File: config.mk
export PLATFORM = sky130hd
export DESIGN_NAME = cvmcu_cpi_rx_packer
export DESIGN_NICKNAME = d
export VERILOG_FILES = /design/src/rtl/cvmcu_cpi_pkg.sv /design/src/rtl/cvmcu_cpi_fifo.sv /design/src/rtl/cvmcu_cpi_rx_packer.sv
export SDC_FILE = /design/constraint.sdc
export NUM_CORES = 1
export LEC_CHECK = 0
export CAP_MARGIN = 20
export CELL_PAD_IN_SITES_DETAIL_PLACEMENT = 1
export CELL_PAD_IN_SITES_GLOBAL_PLACEMENT = 1
export CORE_UTILIZATION = 40
export DETAILED_ROUTE_END_ITERATION = 10
export PLACE_DENSITY_LB_ADDON = 0.1
export SLEW_MARGIN = 20
export SYNTH_ARGS = -nofsm -noshare
export SYNTH_HDL_FRONTEND = slang
export SYNTH_SLANG_ARGS = --single-unit
File: constraint.sdc
create_clock -name clk_i -period 9.4 [get_ports clk_i]
set_clock_uncertainty 0.1 [all_clocks]
set_input_delay 2.35 -clock clk_i [delete_from_list [all_inputs] [get_ports clk_i]]
set_output_delay 2.35 -clock clk_i [all_outputs]
set_load 0.01 [all_outputs]
File: src/rtl/cvmcu_cpi_pkg.sv
// Shared types and helpers for the CORE-V-MCU camera parallel interface receiver.
package cvmcu_cpi_pkg;

    localparam int CPI_WORD_WIDTH = 32;

    typedef enum logic [1:0] {
        CPI_IDLE    = 2'd0,
        CPI_CAPTURE = 2'd1,
        CPI_DROP    = 2'd2
    } cpi_state_e;

    typedef enum logic [1:0] {
        CPI_DECIM_NONE  = 2'd0,
        CPI_DECIM_2     = 2'd1,
        CPI_DECIM_4     = 2'd2,
        CPI_DECIM_4_ALT = 2'd3
    } cpi_decim_e;

    // 8-bit pixels pack four to a word, wider pixels two to a word in 16-bit lanes.
    function automatic int cpi_lanes(input int data_width);
        return (data_width == 8) ? 4 : 2;
    endfunction

    function automatic logic [1:0] cpi_decim_mask(input cpi_decim_e decim);
        case (decim)
            CPI_DECIM_NONE: return 2'b00;
            CPI_DECIM_2:    return 2'b01;
            default:        return 2'b11;
        endcase
    endfunction

endpackage

File: src/rtl/cvmcu_cpi_fifo.sv
// Synchronous show-ahead FIFO; head entry is visible on pop_data whenever not empty.
module cvmcu_cpi_fifo
#(
    parameter int WIDTH = 33,
    parameter int DEPTH = 8
) (
    input  logic             clk,
    input  logic             rst,
    input  logic             push,
    input  logic [WIDTH-1:0] push_data,
    input  logic             pop,
    output logic [WIDTH-1:0] pop_data,
    output logic             empty,
    output logic             full
);

    localparam int AW = $clog2(DEPTH);

    logic [WIDTH-1:0] mem [DEPTH];
    logic [AW:0]      wr_ptr;
    logic [AW:0]      rd_ptr;
    logic             do_push;
    logic             do_pop;

    // Pointers carry a wrap bit so full and empty are distinguishable.
    assign empty    = (wr_ptr == rd_ptr);
    assign full     = (wr_ptr[AW] != rd_ptr[AW]) && (wr_ptr[AW-1:0] == rd_ptr[AW-1:0]);
    assign do_pop   = pop && !empty;
    assign do_push  = push && (!full || do_pop);
    assign pop_data = mem[rd_ptr[AW-1:0]];

    always_ff @(posedge clk) begin
        if (rst) begin
            wr_ptr <= '0;
            rd_ptr <= '0;
        end else begin
            if (do_push) wr_ptr <= wr_ptr + 1'b1;
            if (do_pop)  rd_ptr <= rd_ptr + 1'b1;
        end
    end

    always_ff @(posedge clk) begin
        if (do_push) mem[wr_ptr[AW-1:0]] <= push_data;
    end

endmodule

File: src/rtl/cvmcu_cpi_rx_packer.sv
// Camera parallel interface receiver: registers the camera bus, decimates, packs pixels
// into 32-bit words and buffers them for a valid/ready consumer.
module cvmcu_cpi_rx_packer
    import cvmcu_cpi_pkg::*;
#(
    parameter int DATA_WIDTH = 8,
    parameter int FIFO_DEPTH = 8
) (
    input  logic                  clk_i,
    input  logic                  rst_i,
    input  logic                  en_i,
    input  logic [1:0]            decim_i,
    input  logic                  clr_i,
    input  logic [DATA_WIDTH-1:0] cam_data_i,
    input  logic                  cam_hsync_i,
    input  logic                  cam_vsync_i,
    output logic [31:0]           out_data_o,
    output logic                  out_sof_o,
    output logic                  out_valid_o,
    input  logic                  out_ready_i,
    output logic                  frame_done_o,
    output logic [15:0]           lines_o,
    output logic                  overflow_o
);

    localparam int         LANES     = cpi_lanes(DATA_WIDTH);
    localparam int         LANE_W    = CPI_WORD_WIDTH / LANES;
    localparam logic [1:0] LAST_LANE = 2'(LANES - 1);

    logic [DATA_WIDTH-1:0] data_q;
    logic                  hsync_q, vsync_q, hsync_prev, vsync_prev;
    logic                  vsync_rise, vsync_fall, hsync_fall;

    cpi_state_e            state_q, state_d;
    logic                  capturing, frame_start, frame_end;

    cpi_decim_e            decim_q;
    logic [1:0]            mask;
    logic [1:0]            pix_idx, line_idx, lane;
    logic [15:0]           line_cnt, line_cnt_nxt, end_lines;
    logic [31:0]           pack_word, packed_word;
    logic                  sof_armed, pix_valid, keep;

    logic                  push_valid, push_sof, end_pending;
    logic [31:0]           push_data;
    logic                  push_req, ovf, fifo_full, fifo_empty;
    logic [32:0]           fifo_rdata;

    // vsync history resets high so a frame already running at reset release is not seen as a start.
    always_ff @(posedge clk_i) begin
        if (rst_i) begin
            data_q     <= '0;
            hsync_q    <= 1'b0;
            vsync_q    <= 1'b1;
            hsync_prev <= 1'b0;
            vsync_prev <= 1'b1;
        end else begin
            data_q     <= cam_data_i;
            hsync_q    <= cam_hsync_i;
            vsync_q    <= cam_vsync_i;
            hsync_prev <= hsync_q;
            vsync_prev <= vsync_q;
        end
    end

    assign vsync_rise = vsync_q && !vsync_prev;
    assign vsync_fall = !vsync_q && vsync_prev;
    assign hsync_fall = !hsync_q && hsync_prev;

    always_ff @(posedge clk_i) begin
        if (rst_i) state_q <= CPI_IDLE;
        else       state_q <= state_d;
    end

    always_comb begin
        state_d = state_q;
        case (state_q)
            CPI_IDLE:    if (vsync_rise && en_i) state_d = CPI_CAPTURE;
            CPI_CAPTURE: if (vsync_fall)         state_d = CPI_IDLE;
                         else if (ovf)           state_d = CPI_DROP;
            CPI_DROP:    if (vsync_fall)         state_d = CPI_IDLE;
            default:                             state_d = CPI_IDLE;
        endcase
    end

    // A frame whose last push overflowed in the same cycle as vsync falls is treated as dropped.
    always_comb begin
        capturing   = (state_q == CPI_CAPTURE);
        frame_start = (state_q == CPI_IDLE) && vsync_rise && en_i;
        frame_end   = capturing && vsync_fall && !ovf;
    end

    assign mask      = cpi_decim_mask(decim_q);
    assign pix_valid = capturing && vsync_q && hsync_q;
    assign keep      = pix_valid && ((pix_idx & mask) == 2'b00) && ((line_idx & mask) == 2'b00);

    always_comb begin
        packed_word = pack_word;
        packed_word[int'(lane) * LANE_W +: DATA_WIDTH] = data_q;
    end

    always_comb begin
        line_cnt_nxt = line_cnt;
        if (capturing && hsync_fall && line_cnt != 16'hFFFF) line_cnt_nxt = line_cnt + 16'd1;
    end

    always_ff @(posedge clk_i) begin
        if (rst_i) begin
            decim_q     <= CPI_DECIM_NONE;
            pix_idx     <= '0;
            line_idx    <= '0;
            line_cnt    <= '0;
            lane        <= '0;
            pack_word   <= '0;
            sof_armed   <= 1'b0;
            push_valid  <= 1'b0;
            push_data   <= '0;
            push_sof    <= 1'b0;
            end_pending <= 1'b0;
            end_lines   <= '0;
        end else begin
            push_valid  <= 1'b0;
            end_pending <= 1'b0;
            if (frame_start) begin
                decim_q   <= cpi_decim_e'(decim_i);
                pix_idx   <= '0;
                line_idx  <= '0;
                line_cnt  <= '0;
                lane      <= '0;
                pack_word <= '0;
                sof_armed <= 1'b1;
            end else if (capturing) begin
                line_cnt <= line_cnt_nxt;
                if (hsync_fall) begin
                    pix_idx  <= '0;
                    line_idx <= line_idx + 2'd1;
                end else if (pix_valid) begin
                    pix_idx  <= pix_idx + 2'd1;
                end
                if (keep) begin
                    if (lane == LAST_LANE) begin
                        push_valid <= 1'b1;
                        push_data  <= packed_word;
                        push_sof   <= sof_armed;
                        sof_armed  <= 1'b0;
                        lane       <= '0;
                        pack_word  <= '0;
                    end else begin
                        lane       <= lane + 2'd1;
                        pack_word  <= packed_word;
                    end
                end else if (frame_end) begin
                    push_valid  <= (lane != 2'd0);
                    push_data   <= pack_word;
                    push_sof    <= sof_armed;
                    end_pending <= 1'b1;
                    end_lines   <= line_cnt_nxt;
                    lane        <= '0;
                    pack_word   <= '0;
                    if (lane != 2'd0) sof_armed <= 1'b0;
                end
            end
        end
    end

    // A full FIFO that is popping this cycle still accepts the push.
    assign push_req = push_valid && (state_q != CPI_DROP);
    assign ovf      = push_req && fifo_full && !out_ready_i;

    always_ff @(posedge clk_i) begin
        if (rst_i) begin
            frame_done_o <= 1'b0;
            lines_o      <= '0;
            overflow_o   <= 1'b0;
        end else begin
            frame_done_o <= end_pending && !ovf;
            if (end_pending && !ovf) lines_o <= end_lines;
            if (ovf)        overflow_o <= 1'b1;
            else if (clr_i) overflow_o <= 1'b0;
        end
    end

    cvmcu_cpi_fifo #(
        .WIDTH (CPI_WORD_WIDTH + 1),
        .DEPTH (FIFO_DEPTH)
    ) u_fifo (
        .clk       (clk_i),
        .rst       (rst_i),
        .push      (push_req && !ovf),
        .push_data ({push_sof, push_data}),
        .pop       (out_ready_i),
        .pop_data  (fifo_rdata),
        .empty     (fifo_empty),
        .full      (fifo_full)
    );

    assign out_valid_o = !fifo_empty;
    assign out_data_o  = fifo_empty ? 32'd0 : fifo_rdata[31:0];
    assign out_sof_o   = !fifo_empty && fifo_rdata[32];

endmodule

# After elaboration in Yosys (flattened, before gate mapping)
# Memory sizes are Yosys's and may differ from the RTL's. A register that Yosys moved wholly into a read port is not among the register bits.
# Index checks and enable logic that the tools add are counted.
word_totals:
  out_inout_bits: 52
  mem_bits_rw: 264
  mem_count: 1
  elab_cells: 143
  ff_bits: 148
  in_bits: 17
op_classes:
  reduce_logical: 52
  eq_ne: 14
  shift: 2
  mux: 39
  bitwise_logic: 5
  add_sub_neg: 7
mem_list:
  columns: ["memory", "words", "width", "read_ports", "rd_clocked_by_memory_dff", "wr", "line_no", "text"]
  rows:
  - ["u_fifo.mem", 8, 33, 1, 1, 1, "cvmcu_cpi_fifo.sv:19", "logic [WIDTH-1:0] mem [DEPTH];"]
ops:
  columns: ["operator", "count"]
  rows:
  - ["$mux W32", 7]
  - ["$neg A5 Y33", 1]
  - ["$shift A8 B33 Y32 const A", 1]
  - ["$shiftx A8 B33 Y32", 1]
  - ["$bwmux W32", 1]
  - ["$logic_and A1 B1 Y1", 23]
  - ["$mux W2", 9]
  - ["$mux W1", 17]
  - ["$add A16 B1 Y16 const B", 1]
  - ["$mux W16", 1]
  - ["$ne A16 B16 Y1 const B", 1]
  - ["$reduce_and A4 Y1", 3]
  - ["$reduce_bool A2 Y1", 5]
  - ["$add A4 B1 Y4 const B", 2]
  - ["$logic_not A2 Y1", 4]
  - ["$logic_not A1 Y1", 7]
  - ["$add A2 B1 Y2 const B", 3]
  - ["$mux W3", 2]
  - ["$ne A2 B2 Y1 const B", 3]
  - ["$pmux W2 S3", 1]
  - ["$reduce_and A2 Y1", 3]
  - ["$reduce_bool A3 Y1", 2]
  - ["$and A2 B2 Y2", 2]
  - ["$eq A2 B1 Y1 const B", 2]
  - ["other kinds (14)", 17]

# Logic depth before layout (Yosys ltp)
logic_depth:
  ltp_word: 10
  depth_mapped: 8
  mapped_depth_nobuf: 7

# By module
# A second synthesis with hierarchy kept.
hier_totals:
  cells_unflattened: 1221
  area_unflattened_um2: 16776.1
by_module_without_submodules:
  columns: ["mod", "n_inst", "area_per_inst_um2", "cells_each", "seq_area_each_um2"]
  rows:
  - ["cvmcu_cpi_fifo", 1, 10527.6, 452, 8147.8]
  - ["cvmcu_cpi_rx_packer", 1, 6248.5, 769, 2802.7]

# Worst setup path after synthesis
# No wires, ideal clock.
synth_path:
  kind: "input to register"
  startpoint: "input port out_ready_i"
  endpoint: "memory u_fifo.mem[0][0], enable pin"
  t_arrival_ns: 5.797
  setup_slack_ns: 2.997
  setup_ns: 0.506
  n_path_buf: 0
  t_required_ns: 8.794
  stages: 3
  path_cell_list: "nor2_1 -> a21o_1 -> nor4_1"
synth_between:
  elab_chain_len: 7
  elab_cells_between_ends: 9
  cone_classes: "2 x mux; 7 x reduce/logical"
synth_lines:
  columns: ["item", "line_no", "text"]
  rows:
  - ["start: declaration", "cvmcu_cpi_rx_packer.sv:20", "input logic out_ready_i,"]
  - ["$logic_not A1 Y1", "cvmcu_cpi_rx_packer.sv:168", "assign ovf = push_req && fifo_full && !out_ready_i;"]
  - ["$logic_and A1 B1 Y1", "cvmcu_cpi_rx_packer.sv:168", null]
  - ["$logic_not A1 Y1", "cvmcu_cpi_rx_packer.sv:189", ".push (push_req && !ovf),"]
  - ["$logic_and A1 B1 Y1", "cvmcu_cpi_rx_packer.sv:189", null]
  - ["$logic_and A1 B1 Y1 (*)", "cvmcu_cpi_fifo.sv:29", "assign do_push = push && (!full || do_pop);"]
  - ["$mux W1 (*)", "cvmcu_cpi_fifo.sv:43", "if (do_push) mem[wr_ptr[AW-1:0]] <= push_data;"]
  - ["$mux W1 (implied by the code) (*)", "cvmcu_cpi_fifo.sv:43", null]
  - ["end: declaration", "cvmcu_cpi_fifo.sv:19", null]
# Every way passes the cells marked *; elsewhere a longest branch is shown, timed or not.

==> run_results.csv <==
group,metric,value,unit
route,drt-total-wl,37300,um
global_routing,grt_max_degree,63,
power_and_ir_drop,intPower,3.01,mW
timing,setup_viol,0,
clock_tree,htree_num_levels,2,
global_routing,groute.usage.overall,18.7,%
route,drt_pass1_iterations,8,
synth,ys_top_cells_by_count,"edfxtp_1 (264), dfxtp_1 (151), nor2_1 (98)",
flow_run,cap_violations,0,
setup_path,worstSetupPathType,"flip-flop to output pin",
synth,synth_top_area_share,48.7,%
worst_hold_path,min_path_type,"flip-flop to flip-flop",
clock_tree,cts_hold_buf,0,
route,drtAntennaViolNets,0,
worst_hold_path,worstHoldPathCells,2,
floorplan,die_h,204,um
timing,rsz0062_at_grt,"false",
worst_hold_path,hold_end,"end_lines[6]$_SDFFE_PP0P_",
synth,yosysSeqAreaShare,67.3,%
clock_tree,clockBufferDepth,3,
synth,synth_area_leaders,"edfxtp_1 (49%), dfxtp_1 (19%), mux4_2 (9.1%), mux2i_1 (3.5%), nor2_1 (2.3%)",
power_and_ir_drop,power_frac_comb,0.9,%
floorplan,die_area,41500,um^2
setup_path,end_kind,"output pin",
global_routing,grt_pass1_wl,58800,um
clock_tree,post-cts-setup-buffers,0,
setup_path,worstPathArrival,3.47,ns
cells_and_area,syn_to_final_growth,16.8,%
global_routing,grt_pass1_vias,9822,
route,post_drt_wl_per_cell,21.7,um
power_and_ir_drop,power.leakage,6.25,nW
synth,syn_nets,1110,
global_routing,gr-total-overflow,0,
clock_tree,cts.sinks,415,
placed_design,place.gp.congestion,0.777,
synth,synth_edf_count,264,
power_and_ir_drop,pwr-share-seq,51.5,%
placed_design,port_buffers,68,
setup_path,critPathLaunchType,"flip-flop",
setup_path,reg2reg_depth,6,
setup_path,r2r_slack,6.36,ns
setup_path,r2r_end,"u_fifo.mem[6][17]$_DFFE_PP_",
power_and_ir_drop,p_sw_share,19.9,%
cells_and_area,regArea,11000,um^2
clock_tree,cts-buffers-inserted,45,
power_and_ir_drop,clkPwrFrac,47.6,%
clock_tree,cts_tree,"done",
synth,synthMostInstantiatedCell,"edfxtp_1",
placed_design,dpl.hpwl,22300,um
setup_path,cp_cell_sequence,"buf_4, mux4_2, mux2i_1, nor2_1, clkdlybuf4s50_1",
setup_path,crit_required,6.95,ns
floorplan,dieWidth,204,um
synth,ys_types,62,
route,post-route-drc-count,0,
synth,synth_warnings,0,
synth,ys_ff_latch,415,
setup_path,worst_path_max_delay_cell,"dfxtp_4",
synth,synth_area_per_cell,15.0,um^2
route,post_drt_via_cell_ratio,5.39,
floorplan,row_count,73,
synth,async_flop_share,0,%
cells_and_area,drive_gt1_share,16.2,%
timing,maxSlewViolCount,0,
timing,slew_headroom,38.5,%
setup_path,worstPathMaxFanout,37,
timing,tns,0,ns
setup_path,path_buf_inv,2,
synth,syn_area,16300,um^2
setup_path,max_stage_delay,0.75,ns
synth,yosys_most_used_dff,"edfxtp_1",
floorplan,io_pins,69,
route,vias,9267,
synth,synthCells,1084,
timing,fin_hold_ws,0.359,ns
clock_tree,ctsResizeCount,0,
timing,worstMarginPinSlew,0.922,ns
timing,fin_crit,5.92,ns
worst_hold_path,hold_start,"end_lines[6]$_SDFFE_PP0P_",
timing,max_freq,0.169,GHz
power_and_ir_drop,switchingPower,748,uW
cells_and_area,nNetsFinal,1183,
clock_tree,clk_pin_slew,0.06,ns
setup_path,reg2reg_from,"u_fifo.wr_ptr[1]$_SDFFE_PP0P_",
cells_and_area,multiInputGateArea,4860,um^2
power_and_ir_drop,powerDensity,197,nW/um^2
clock_tree,clock_latency,0.57,ns
clock_tree,clock-root-buffer,"clkbuf_16",
cells_and_area,fillers,3878,
run_status,outcome,"complete, no violations",
synth,yosys.area.top_type,"edfxtp_1",
floorplan,start_util,40.8,%
floorplan,core-area,39900,um^2
route,drt_iter0_markers,647,
timing,final_hold_viol_count,0,
power_and_ir_drop,ir_drop,0.122,mV
global_routing,antenna_found_initial,0,
timing,period_share,63.0,%
setup_path,critPathTopFamily,"buffers and inverters",
cells_and_area,antenna_cells,0,
-- worst max path at each step --
stage                                 end  cells after the start  slack (ns)
4_1_cts                    out_data_o[22]                      5        3.32
6_report                   out_data_o[24]                      5        3.48
3_3_place_gp               out_data_o[22]                      5        3.96
2_1_floorplan  u_fifo.mem[0][0]$_DFFE_PP_                      3        3.00
3_5_place_dp               out_data_o[22]                      5        3.94
5_1_grt                    out_data_o[22]                      5        3.20
-- stage by stage --
stage          total power, mW  instance area (um^2)  std cells  setup WS, ns  utilization [%]
6_report                  3.75                 19000       1719          3.48             47.6
5_1_grt                   3.87                 19000       1719          3.20             47.6
4_1_cts                   3.80                 19000       1719          3.32             47.6
3_5_place_dp              2.01                 17500       1635          3.94             43.8
3_3_place_gp              2.01                 17500       1635          3.96             43.8
2_1_floorplan             1.99                 16300       1084          3.00                -
-- power by group through the flow --
stage	clock [mW]	sequential [mW]	combinational (mW)
floorplan	0	1.97	0.0216
detailed placement	0	1.97	0.0339
global route	1.90	1.93	0.0368
finish	1.79	1.93	0.0336
CTS	1.83	1.93	0.0344
global placement	0	1.97	0.0341
-- registers in the layout, summed over array words and instances, names as in the netlist, 2 cells and up, named ones only --
signal,flops
u_fifo.wr_ptr,4
line_cnt,16
u_fifo.mem,264
lines_o,16
end_lines,16
data_q,8
lane,2
state_q,2
u_fifo.rd_ptr,4
push_data,32
decim_q,2
pack_word,32
line_idx,2
pix_idx,2
-- per-layer routing --
layer	global-route usage, %	vias up	wire (um)
met5	0	-	0
met4	5.72	0	734
met3	3.00	54	1530
met2	30.1	177	17600
met1	25.9	4714	17500
li1	-	4322	-
-- worst register-to-register path, cell delays in order (launching register included) --
cell,delay (ns)
dfxtp_1,0.58
xnor2_1,0.18
and3_1,0.23
a21oi_1,0.32
nand2_1,0.24
nor2_4,0.55
buf_4,0.48
-- layout by cell type (no fill, tap or decap), drive strengths merged, types with 7 or more instances in the layout --
master         Yosys  final
edfxtp           264    264
dfxtp            151    151
nor2             100    100
clkdlybuf4s50      0     67
mux4              66     66
clkbuf            28     61
mux2i             57     57
inv               48     50
nand2             42     42
a21oi             28     28
a211oi            27     27
a222oi            24     24
buf               36     23
o21ai             23     23
nand3             18     18
nor2b             17     17
clkinv             1     17
xnor2             14     14
a22oi             12     12
nor3              12     12
ha                 9      9
a221oi             9      9
and4               8      8
o22ai              8      8
o2bb2ai            8      8
a22o               8      8
nor4               7      7
-- area by class of cell --
| type | instances | area share, % |
|---|---|---|
| well taps | 525 | 3.45 |
| repair buffers | 90 | 4.42 |
| clock inverters | 23 | 1.03 |
| multi-input cells | 556 | 25.6 |
| inverters | 49 | 0.967 |
| flip-flops and latches | 415 | 57.6 |
| clock buffers | 61 | 6.95 |
-- cells by family after synthesis --
family                     synth area share, %
DFF                                       67.3
and+or+nand+nor                           7.25
AOI/OAI and AO/OA                         7.81
muxes                                     12.6
buffers and inverters                     3.24
xor gates and xnor gates                  1.11
adders and majority gates                0.692
(Power assumes the default switching activity.)
